## src/rtl/ip_sel_switch_ctrl_pkg.sv

```systemverilog
// Shared types and constants for the IP-select switch controller and its
// synchroniser/debounce front end.
package ip_sel_pkg;

  localparam int IP_SEL_W = 3;
  localparam logic [IP_SEL_W-1:0] IP_NONE = 3'd0;
  localparam logic [IP_SEL_W-1:0] IP_SOC1 = 3'd1;

  typedef enum logic [2:0] {
    STABLE,
    ISOLATE,
    HOLD_RST,
    SELECT,
    RELEASE
  } sw_state_e;

  // Counter width that holds the longest of the three phase lengths without wrapping.
  function automatic int cnt_width(input int deb_cyc, input int iso_cyc, input int rst_cyc);
    int m;
    m = deb_cyc;
    if (iso_cyc > m) m = iso_cyc;
    if (rst_cyc > m) m = rst_cyc;
    return $clog2(m) + 1;
  endfunction

endpackage

```

## src/rtl/ip_sel_switch_ctrl_if.sv

```systemverilog
// Pad-side select inputs and pad-mux / IP-reset outputs of the switch controller.
interface ip_sel_switch_ctrl_if #(
  parameter int NUM_IP = 7
);

  logic [ip_sel_pkg::IP_SEL_W-1:0] ip_sel_raw;
  logic                            sel_lock;
  logic [ip_sel_pkg::IP_SEL_W-1:0] ip_sel_active;
  logic [NUM_IP-1:0]               ip_rst_n;
  logic                            pad_oe_en;
  logic                            busy;
  logic                            switch_done;
  logic                            sel_invalid;

  modport master (
    output ip_sel_raw, sel_lock,
    input  ip_sel_active, ip_rst_n, pad_oe_en, busy, switch_done, sel_invalid
  );

  modport slave (
    input  ip_sel_raw, sel_lock,
    output ip_sel_active, ip_rst_n, pad_oe_en, busy, switch_done, sel_invalid
  );

endinterface

```

## src/rtl/ip_sel_sync_debounce.sv

```systemverilog
// Synchronises the raw pad select and accepts a value only after it has been
// seen unchanged for DEBOUNCE_CYC consecutive samples.
module ip_sel_sync_debounce
  import ip_sel_pkg::*;
#(
  parameter int NUM_IP       = 7,
  parameter int SYNC_STAGES  = 2,
  parameter int DEBOUNCE_CYC = 1024,
  parameter int CNT_W        = 11
) (
  input  logic                sys_clk,
  input  logic                rst_n,
  input  logic [IP_SEL_W-1:0] ip_sel_raw,
  output logic [IP_SEL_W-1:0] stable_sel,
  output logic                sel_invalid
);

  localparam logic [CNT_W-1:0]    DEB_LAST = CNT_W'(DEBOUNCE_CYC - 1);
  localparam logic [IP_SEL_W-1:0] MAX_SEL  = IP_SEL_W'(NUM_IP);

  logic [SYNC_STAGES-1:0][IP_SEL_W-1:0] sync_q, sync_d;
  logic [IP_SEL_W-1:0]                  prev_q, prev_d;
  logic [CNT_W-1:0]                     cnt_q, cnt_d;
  logic [IP_SEL_W-1:0]                  stable_q, stable_d;
  logic                                 invalid_q, invalid_d;
  logic [IP_SEL_W-1:0]                  sync_val;

  assign sync_val = sync_q[SYNC_STAGES-1];

  always_comb begin
    // NOTE: every signal gets a default before any branch so no latch is inferred.
    sync_d    = {sync_q[SYNC_STAGES-2:0], ip_sel_raw};
    prev_d    = sync_val;
    cnt_d     = '0;
    stable_d  = stable_q;
    invalid_d = invalid_q;

    // cnt counts equal samples beyond the first; it saturates instead of wrapping.
    if (sync_val == prev_q) begin
      cnt_d = (cnt_q == DEB_LAST) ? cnt_q : cnt_q + CNT_W'(1);
    end

    if (cnt_d == DEB_LAST) begin
      if (sync_val > MAX_SEL) begin
        stable_d  = IP_NONE;
        invalid_d = 1'b1;
      end else begin
        stable_d  = sync_val;
        invalid_d = 1'b0;
      end
    end
  end

  // NOTE: state registers use non-blocking assignments so every flop samples pre-edge values.
  always_ff @(posedge sys_clk or negedge rst_n) begin
    if (!rst_n) begin
      sync_q    <= '0;
      prev_q    <= '0;
      cnt_q     <= '0;
      stable_q  <= IP_NONE;
      invalid_q <= 1'b0;
    end else begin
      sync_q    <= sync_d;
      prev_q    <= prev_d;
      cnt_q     <= cnt_d;
      stable_q  <= stable_d;
      invalid_q <= invalid_d;
    end
  end

  assign stable_sel  = stable_q;
  assign sel_invalid = invalid_q;

endmodule

```

## src/rtl/ip_sel_switch_ctrl.sv

```systemverilog
// Sequences a change of IP selection: isolate pads, hold all IPs in reset,
// switch the mux select, then release only the chosen IP.
module ip_sel_switch_ctrl
  import ip_sel_pkg::*;
#(
  parameter int NUM_IP       = 7,
  parameter int SYNC_STAGES  = 2,
  parameter int DEBOUNCE_CYC = 1024,
  parameter int ISO_CYC      = 4,
  parameter int RST_CYC      = 16
) (
  input logic                 sys_clk,
  input logic                 rst_n,
  ip_sel_switch_ctrl_if.slave bus
);

  localparam int               CNT_W    = cnt_width(DEBOUNCE_CYC, ISO_CYC, RST_CYC);
  localparam logic [CNT_W-1:0] ISO_LAST = CNT_W'(ISO_CYC - 1);
  localparam logic [CNT_W-1:0] RST_LAST = CNT_W'(RST_CYC - 1);

  logic [IP_SEL_W-1:0] stable_sel;
  logic                sel_invalid;

  sw_state_e           state_q, state_d;
  logic [CNT_W-1:0]    cnt_q, cnt_d;
  logic [IP_SEL_W-1:0] target_q, target_d;
  logic [IP_SEL_W-1:0] active_q, active_d;
  logic [NUM_IP-1:0]   ip_rst_n_q, ip_rst_n_d;
  logic                pad_oe_en_q, pad_oe_en_d;
  logic                busy_q, busy_d;
  logic                done_q, done_d;

  ip_sel_sync_debounce #(
    .NUM_IP      (NUM_IP),
    .SYNC_STAGES (SYNC_STAGES),
    .DEBOUNCE_CYC(DEBOUNCE_CYC),
    .CNT_W       (CNT_W)
  ) u_sync_debounce (
    .sys_clk    (sys_clk),
    .rst_n      (rst_n),
    .ip_sel_raw (bus.ip_sel_raw),
    .stable_sel (stable_sel),
    .sel_invalid(sel_invalid)
  );

  function automatic logic [NUM_IP-1:0] sel_onehot(input logic [IP_SEL_W-1:0] sel);
    sel_onehot = '0;
    for (int i = int'(IP_SOC1); i <= NUM_IP; i++) begin
      if (sel == IP_SEL_W'(i)) sel_onehot[i-1] = 1'b1;
    end
  endfunction

  always_comb begin
    state_d  = state_q;
    cnt_d    = cnt_q;
    target_d = target_q;
    active_d = active_q;
    done_d   = 1'b0;

    unique case (state_q)
      STABLE: begin
        // target is frozen from here on; later stable_sel changes wait for the next pass.
        if (stable_sel != active_q && !bus.sel_lock) begin
          target_d = stable_sel;
          cnt_d    = '0;
          state_d  = ISOLATE;
        end
      end
      ISOLATE: begin
        if (cnt_q == ISO_LAST) begin
          cnt_d   = '0;
          state_d = HOLD_RST;
        end else begin
          cnt_d = cnt_q + CNT_W'(1);
        end
      end
      HOLD_RST: begin
        if (cnt_q == RST_LAST) begin
          cnt_d   = '0;
          state_d = SELECT;
        end else begin
          cnt_d = cnt_q + CNT_W'(1);
        end
      end
      SELECT: begin
        active_d = target_q;
        cnt_d    = '0;
        state_d  = RELEASE;
      end
      RELEASE: begin
        if (cnt_q == RST_LAST) begin
          cnt_d   = '0;
          done_d  = 1'b1;
          state_d = STABLE;
        end else begin
          cnt_d = cnt_q + CNT_W'(1);
        end
      end
      default: state_d = STABLE;
    endcase

    // Outputs are decoded from the next state so the pads see glitch-free flops.
    busy_d      = (state_d != STABLE);
    pad_oe_en_d = (state_d == STABLE) && (active_d != IP_NONE);
    ip_rst_n_d  = '0;
    if (state_d inside {STABLE, ISOLATE, RELEASE}) ip_rst_n_d = sel_onehot(active_d);
  end

  always_ff @(posedge sys_clk or negedge rst_n) begin
    if (!rst_n) begin
      state_q     <= STABLE;
      cnt_q       <= '0;
      target_q    <= IP_NONE;
      active_q    <= IP_NONE;
      ip_rst_n_q  <= '0;
      pad_oe_en_q <= 1'b0;
      busy_q      <= 1'b0;
      done_q      <= 1'b0;
    end else begin
      state_q     <= state_d;
      cnt_q       <= cnt_d;
      target_q    <= target_d;
      active_q    <= active_d;
      ip_rst_n_q  <= ip_rst_n_d;
      pad_oe_en_q <= pad_oe_en_d;
      busy_q      <= busy_d;
      done_q      <= done_d;
    end
  end

  assign bus.ip_sel_active = active_q;
  assign bus.ip_rst_n      = ip_rst_n_q;
  assign bus.pad_oe_en     = pad_oe_en_q;
  assign bus.busy          = busy_q;
  assign bus.switch_done   = done_q;
  assign bus.sel_invalid   = sel_invalid;

endmodule

```

## src/flat_wrapper.sv

```systemverilog
// flat-port wrapper written by rule: the top's interface ports become plain ports
module ip_sel_switch_ctrl_flat import ip_sel_pkg::*;
#(
  parameter int NUM_IP       = 7,
  parameter int SYNC_STAGES  = 2,
  parameter int DEBOUNCE_CYC = 1024,
  parameter int ISO_CYC      = 4,
  parameter int RST_CYC      = 16
)
  (sys_clk, rst_n, bus_ip_sel_raw, bus_sel_lock, bus_ip_sel_active, bus_ip_rst_n, bus_pad_oe_en, bus_busy, bus_switch_done, bus_sel_invalid);
  ip_sel_switch_ctrl_if #(.NUM_IP(NUM_IP)) bus_i ();
  input logic sys_clk;
  input logic rst_n;
  input wire logic [$bits(bus_i.ip_sel_raw)-1:0] bus_ip_sel_raw;
  input wire logic [$bits(bus_i.sel_lock)-1:0] bus_sel_lock;
  output wire logic [$bits(bus_i.ip_sel_active)-1:0] bus_ip_sel_active;
  output wire logic [$bits(bus_i.ip_rst_n)-1:0] bus_ip_rst_n;
  output wire logic [$bits(bus_i.pad_oe_en)-1:0] bus_pad_oe_en;
  output wire logic [$bits(bus_i.busy)-1:0] bus_busy;
  output wire logic [$bits(bus_i.switch_done)-1:0] bus_switch_done;
  output wire logic [$bits(bus_i.sel_invalid)-1:0] bus_sel_invalid;
  assign bus_i.ip_sel_raw = bus_ip_sel_raw;
  assign bus_i.sel_lock = bus_sel_lock;
  assign bus_ip_sel_active = bus_i.ip_sel_active;
  assign bus_ip_rst_n = bus_i.ip_rst_n;
  assign bus_pad_oe_en = bus_i.pad_oe_en;
  assign bus_busy = bus_i.busy;
  assign bus_switch_done = bus_i.switch_done;
  assign bus_sel_invalid = bus_i.sel_invalid;
  ip_sel_switch_ctrl #(.NUM_IP(NUM_IP), .SYNC_STAGES(SYNC_STAGES), .DEBOUNCE_CYC(DEBOUNCE_CYC), .ISO_CYC(ISO_CYC), .RST_CYC(RST_CYC)) u_core (.sys_clk(sys_clk), .rst_n(rst_n), .bus(bus_i));
endmodule
```

## config.mk

```make
export PLATFORM = sky130hd
export DESIGN_NAME = ip_sel_switch_ctrl_flat
export DESIGN_NICKNAME = d
export VERILOG_FILES = /design/src/rtl/ip_sel_switch_ctrl_pkg.sv /design/src/rtl/ip_sel_switch_ctrl_if.sv /design/src/rtl/ip_sel_sync_debounce.sv /design/src/rtl/ip_sel_switch_ctrl.sv /design/src/flat_wrapper.sv
export SDC_FILE = /design/constraint.sdc
export NUM_CORES = 1
export LEC_CHECK = 0
export ABC_CLOCK_PERIOD_IN_PS = 2500
export BUFFER_PORTS_ARGS = -buffer_cell sky130_fd_sc_hd__buf_2
export CAP_MARGIN = 10
export CORE_ASPECT_RATIO = 0.5
export CORE_MARGIN = 2
export CORE_UTILIZATION = 56
export CTS_BUF_LIST = sky130_fd_sc_hd__clkbuf_4
export DETAILED_ROUTE_END_ITERATION = 8
export PLACE_DENSITY = 0.76
export SLEW_MARGIN = 20
export SYNTH_ARGS = -nofsm -noshare
export SYNTH_HDL_FRONTEND = slang
export SYNTH_SLANG_ARGS = --single-unit
```

## constraint.sdc

```tcl
create_clock -name sys_clk -period 2.5 [get_ports sys_clk]
set_input_delay 0.25 -clock sys_clk [delete_from_list [all_inputs] [get_ports sys_clk]]
set_output_delay 0.25 -clock sys_clk [all_outputs]
set_load 0.02 [all_outputs]
```

Word-level counts from Yosys, hierarchy flattened
Cells that the tools add are included.

word-level totals
  bits in read-only memories = 0
  bits of input ports = 6
  bits in latches = 0
  flip-flop bits (word level) = 54
  RAM bits = 0
  memories = 0
  word-level logic and storage cells = 73
  output and inout bits = 14

operators by class
  equality and inequality tests = 20
  bitwise operators = 0
  $lt $le $gt $ge = 1
  muxes and demuxes = 24
  add/sub/neg operators = 2
  divide/modulo/power cells = 0
  reduce and logical (&&, ||, !) cells = 12
  multiply operators = 0
  shift operators = 0

operators by type and width
  operator               count
  $mux 11                5
  $pmux 11 s4            1
  $add 11x1->11 const B  2
  $eq 11x10->1 const B   2
  $eq 3x3->1 const B     6
  $mux 3                 6
  $pmux 3 s5             1
  $eq 3x2->1 const B     4
  $eq 11x2->1 const B    1
  $eq 11x4->1 const B    1
  $mux 1                 10
  $eq 3x1->1 const B     3
  $reduce_bool 3->1      3
  $mux 7                 1
  $logic_not 3->1        2
  $reduce_and 2->1       2
  $reduce_bool 4->1      1
  $eq 3x3->1             1
  $gt 3x3->1 const B     1
  $ne 3x3->1             1
  $logic_and 1x1->1      2
  $ne 2x1->1 const B     1
  $reduce_or 2->1        1
  $logic_not 1->1        1

Depth between registers and ports, before layout
  depth after elaboration = 7
  depth in mapped cells = 9
  mapped depth without buffers = 7

Cells and area by module
A second synthesis with hierarchy kept.

unflattened totals
  cell total of the unflattened synthesis = 237
  area, all modules = 2,567.5 um2

by module, submodules not included
  module                cells an instance  seq. area each (um2)  instances  area each (um2)
  ip_sel_switch_ctrl    143                750.7                 1          1,520.2
  ip_sel_sync_debounce  94                 600.6                 1          1,047.3

Worst setup path after synthesis
No wires, ideal clock.

  path kind = flip-flop to flip-flop
  from = register u_core.u_sync_debounce.cnt_q[0]
  to = register u_core.u_sync_debounce.stable_q[0] (netlist: u_core.u_sync_debounce.stable_sel[0])
  stages on the path, launching flop included = 8
  setup time = 0.128 ns
  required time = 2.372 ns
  path slack = 0.450 ns
  clock period less this slack = 2.050 ns
  data arrival time = 1.922 ns
  path buffers = 0
  cells stage by stage = dfrtp_1 ha_1 nand2_2 o2111a_1 a21oi_1 nor4b_1 nand4_2 mux2_1

on the way
  word-level cells in the longest chain between the ends = 4
  elaborated cells on any way between the ends = 5
  those cells by class = add/sub: 1; eq/ne: 2; mux: 2

ends and longest elaborated chain
  element                                        RTL line                    source
  start, declared                                ip_sel_sync_debounce.sv:23  logic [CNT_W-1:0] cnt_q, cnt_d;
  start signal, assigned                         ip_sel_sync_debounce.sv:65  cnt_q <= cnt_d;
  $add 11x1->11 or $eq 11x10->1 (tied branches)  ip_sel_sync_debounce.sv:40  cnt_d = (cnt_q == DEB_LAST) ? cnt_q : cnt_q + CNT_W'(1);
  $mux 11 *                                      ip_sel_sync_debounce.sv:40
  $mux 11 *                                      ip_sel_sync_debounce.sv:39  if (sync_val == prev_q) begin
  $eq 11x10->1 *                                 ip_sel_sync_debounce.sv:43  if (cnt_d == DEB_LAST) begin
  end signal, assigned                           ip_sel_sync_debounce.sv:66  stable_q <= stable_d;
  end, declared                                  ip_sel_sync_debounce.sv:24  logic [IP_SEL_W-1:0] stable_q, stable_d;

Every way passes the cells marked *; elsewhere a longest branch is shown, timed or not.
A chain may end at the register's enable or synchronous reset.

Worst setup path after layout
  from = register u_core.u_sync_debounce.cnt_q[0]
  to = register u_core.u_sync_debounce.stable_q[1] (netlist: u_core.u_sync_debounce.stable_sel[1])

Same word-level chain as after synthesis.

==> metrics <==
row count 17; Distinct cells, synth 51; Port Buffers 19; Reg2Reg Depth 7; commonest non-fill, non-tap cell in the layout dfrtp_1; # resized after CTS 0; Rel. slew slack approximately 55%; DRT antenna net count 0; status finished, final reports clean; Worst Path Buf+Inv 0; cell area after synthesis 0.00250 mm2; Initial Util 57.6%; Total Routing Usage GR about a fifth; Internal 1100 uW; Iter 0 DRT Violations 42; H-tree levels 2; CTS tree built; CP arrival between 2000 and 3000 ps; pin count of the biggest net entering global routing between 50 and 60; core region area between 0.004 and 0.005 mm2; Num CTS Buffers 5; DR vias about 1700; Post-synth EDFFs 0; clock share of power about a third; Final Slew Violations 0; Clock Skew 7.09 ps; crit start category register; hold path cells 0; die footprint 0.00505 mm2; fmax about 450 MHz; CP top delay family simple AND/OR/NAND/NOR gates; syn nets roughly 240; Worst Setup End Kind register; leakage power 0.00142 uW; final worst path period need 2250 ps; Largest stage delay, worst path approximately 420 ps; DRC viols 0; cell area power density 507 mW/mm2; # clock sinks 54; drt total wl approximately 4.5 mm; Switch Pwr approximately 300 uW; gpl congestion approximately 0.85; initial antenna violation count 0; dpl hpwl roughly 3.1 mm; kind of critical path reg2reg; max_cap viols 0; Final Hold Vio Count 0; RSZ-0062 raised after global routing false; # Post-CTS Setup Buffers 0; TritonRoute pass-1 iters 4; Hold WC Path Type reg2reg; switching power as a share of total power a little over a fifth; CTS Root Cell clkbuf_4; final setup violation count 0; clk slew on worst S/H paths approximately 150 ps; fin crit share between 80% and 90%; worst-margin pin slew approximately 670 ps; wire per inst between 10 and 15 um; Synth Flop Type dfrtp_1; WP data required around 2800 ps; Setup TNS 0 ps; Post-synth ARST share 100%; Crit. path cell count 7; Final nets around 260; Yosys warnings 0; n_diodes 0; IO Pins 20; most frequent cells in the layout 54 x dfrtp_1, 23 x nor2_1, 19 x buf_2, 11 x and3_1, 10 x nand2_1; CP Max Fanout 8; Max stage delay cell, worst path dfrtp_1; grt ovf 0; Die Wd about 100 um; die height ~51 um; synthesis-stage register bit count 54; cells along the critical path ha_1, nand2_2, o2111a_1, a21oi_1, nor4b_1, nand4_2, mux2_1; peak supply drop 0.278 mV; Critical Path Source u_core.u_sync_debounce.cnt_q[0]; Seq/Total Area, Yosys between 50% and 60%; vias in the first global route 1690; post-synth top area cell dfrtp_1; reg2reg start u_core.u_sync_debounce.cnt_q[0]; Reg power frac 63.2%; Synth Area per Inst approximately 11 um2; Tot Pwr about 1400 uW; first-pass GRT wire length between 7 and 8 mm; Clock Latency Late Sink about 360 ps; Area growth, synth to finish 10.8%; Clock Path Buffers 2; cells after synthesis about 230; share of the synthesized area in the top cell type about 54%; combinational share of power ~3.0%; RR Endpoint u_core.u_sync_debounce.stable_sel[1]; fraction of layout cells with a size suffix above 1 17.2%; DR vias/cell approximately 5.5; critical path endpoint u_core.u_sync_debounce.stable_sel[1]; worst hold margin between 300 and 400 ps; top cells by area, synth dfrtp_1 54%, nor2_1 3.5%, xnor2_1 3.2%; R2R Setup Slk 250 ps
-- worst min path at each step --
stage | startpoint | end | slack [ps]
after floorplan | rst_n | u_core.bus.busy | -50
after global placement | u_core.u_sync_debounce.sync_d[3] | u_core.u_sync_debounce.prev_d[0] | 330
after detailed placement | u_core.u_sync_debounce.sync_d[3] | u_core.u_sync_debounce.prev_d[0] | 330
after CTS | u_core.u_sync_debounce.sync_d[4] | u_core.u_sync_debounce.prev_d[1] | 370
after global routing | u_core.u_sync_debounce.sync_d[4] | u_core.u_sync_debounce.prev_d[1] | 370
final | u_core.u_sync_debounce.sync_d[3] | u_core.u_sync_debounce.prev_d[0] | 360
-- Yosys cell counts, types with 3 or more instances --
| cell type | instances |
|---|---|
| nor3_1 | 5 |
| nand3_1 | 7 |
| a21o_1 | 6 |
| nand3b_1 | 3 |
| o21ai_1 | 5 |
| nand2b_1 | 5 |
| nor2b_1 | 3 |
| inv_1 | 6 |
| nand2_1 | 10 |
| nand4_1 | 4 |
| xnor2_1 | 9 |
| nor3b_1 | 7 |
| dfrtp_1 | 54 |
| mux2_1 | 6 |
| o21ai_0 | 8 |
| nor2_1 | 23 |
| clkbuf_1 | 4 |
| mux2i_1 | 7 |
| and3_1 | 11 |
| a21oi_1 | 6 |
-- layout make-up --
class	count	area (um2)
Clock buffer	5	37.5
Timing Repair Buffer	26	158
Fill cell	350	1570
Tap cell	57	71.3
Inverter	8	30.0
Sequential cell	54	1350
Clock inverter	3	40.0
Multi-Input combinational cell	160	1080
-- flip-flops by register name (all words and copies together) (netlist names), 3 cells and up --
register                           flops
u_core.u_sync_debounce.sync_d          3
u_core.target_q                        3
u_core.bus.ip_rst_n                    7
u_core.state_q                         3
u_core.cnt_q                          11
u_core.u_sync_debounce.stable_sel      3
u_core.u_sync_debounce.prev_d          3
u_core.u_sync_debounce.prev_q          3
u_core.bus.ip_sel_active               3
u_core.u_sync_debounce.cnt_q          11
-- what timing repair did --
item | 4_1_cts | 5_1_grt
hold buffers | 4 | 0
endpoints found under the hold margin | 6 | 0
endpoints found under the setup margin | 0 | 0
-- stage by stage --
step                      cell area [um2]  cells  worst slack, ps  util (%)
after floorplan                      2500    229              450         -
after global placement               2650    301              333      61.1
after detailed placement             2650    301              246      61.1
after CTS                            2770    313              235      63.8
after global routing                 2770    313             99.0      63.8
final                                2770    313              253      63.8
-- cell families after synthesis --
logic type,after synthesis,share of synthesized area [%]
muxes,13,5.51
DFF,54,54.1
buffers and inverters,15,2.65
xor gates and xnor gates,11,3.85
adders and majority gates,2,1.00
and+or+nand+nor,97,23.4
AOI/OAI and AO/OA,37,9.51
-- worst register-to-register path: stages (launching register included) --
cell and delay, ps:
dfrtp_1 420, ha_1 260, nand2_2 150, o2111a_1 270, a21oi_1 160, nor4b_1 330, nand4_2 200, mux2_1 350
-- power by group through the flow --
stage / clock [uW] / sequential, uW / combinational [uW]
after CTS: 486 / 889 / 43.4
after detailed placement: 0 / 905 / 37.8
final: 475 / 888 / 41.8
after floorplan: 0 / 904 / 13.5
after global routing: 523 / 890 / 48.2
after global placement: 0 / 904 / 36.7
-- routing by layer --
layer	vias up	wire length, um	global-route usage [%]
li1	860	-	-
met5	-	0	0
met1	855	2170	25.6
met4	0	0	6.85
met3	0	102	4.51
met2	15	2240	34.6
No activity file was read; power rests on OpenSTA's default activity.
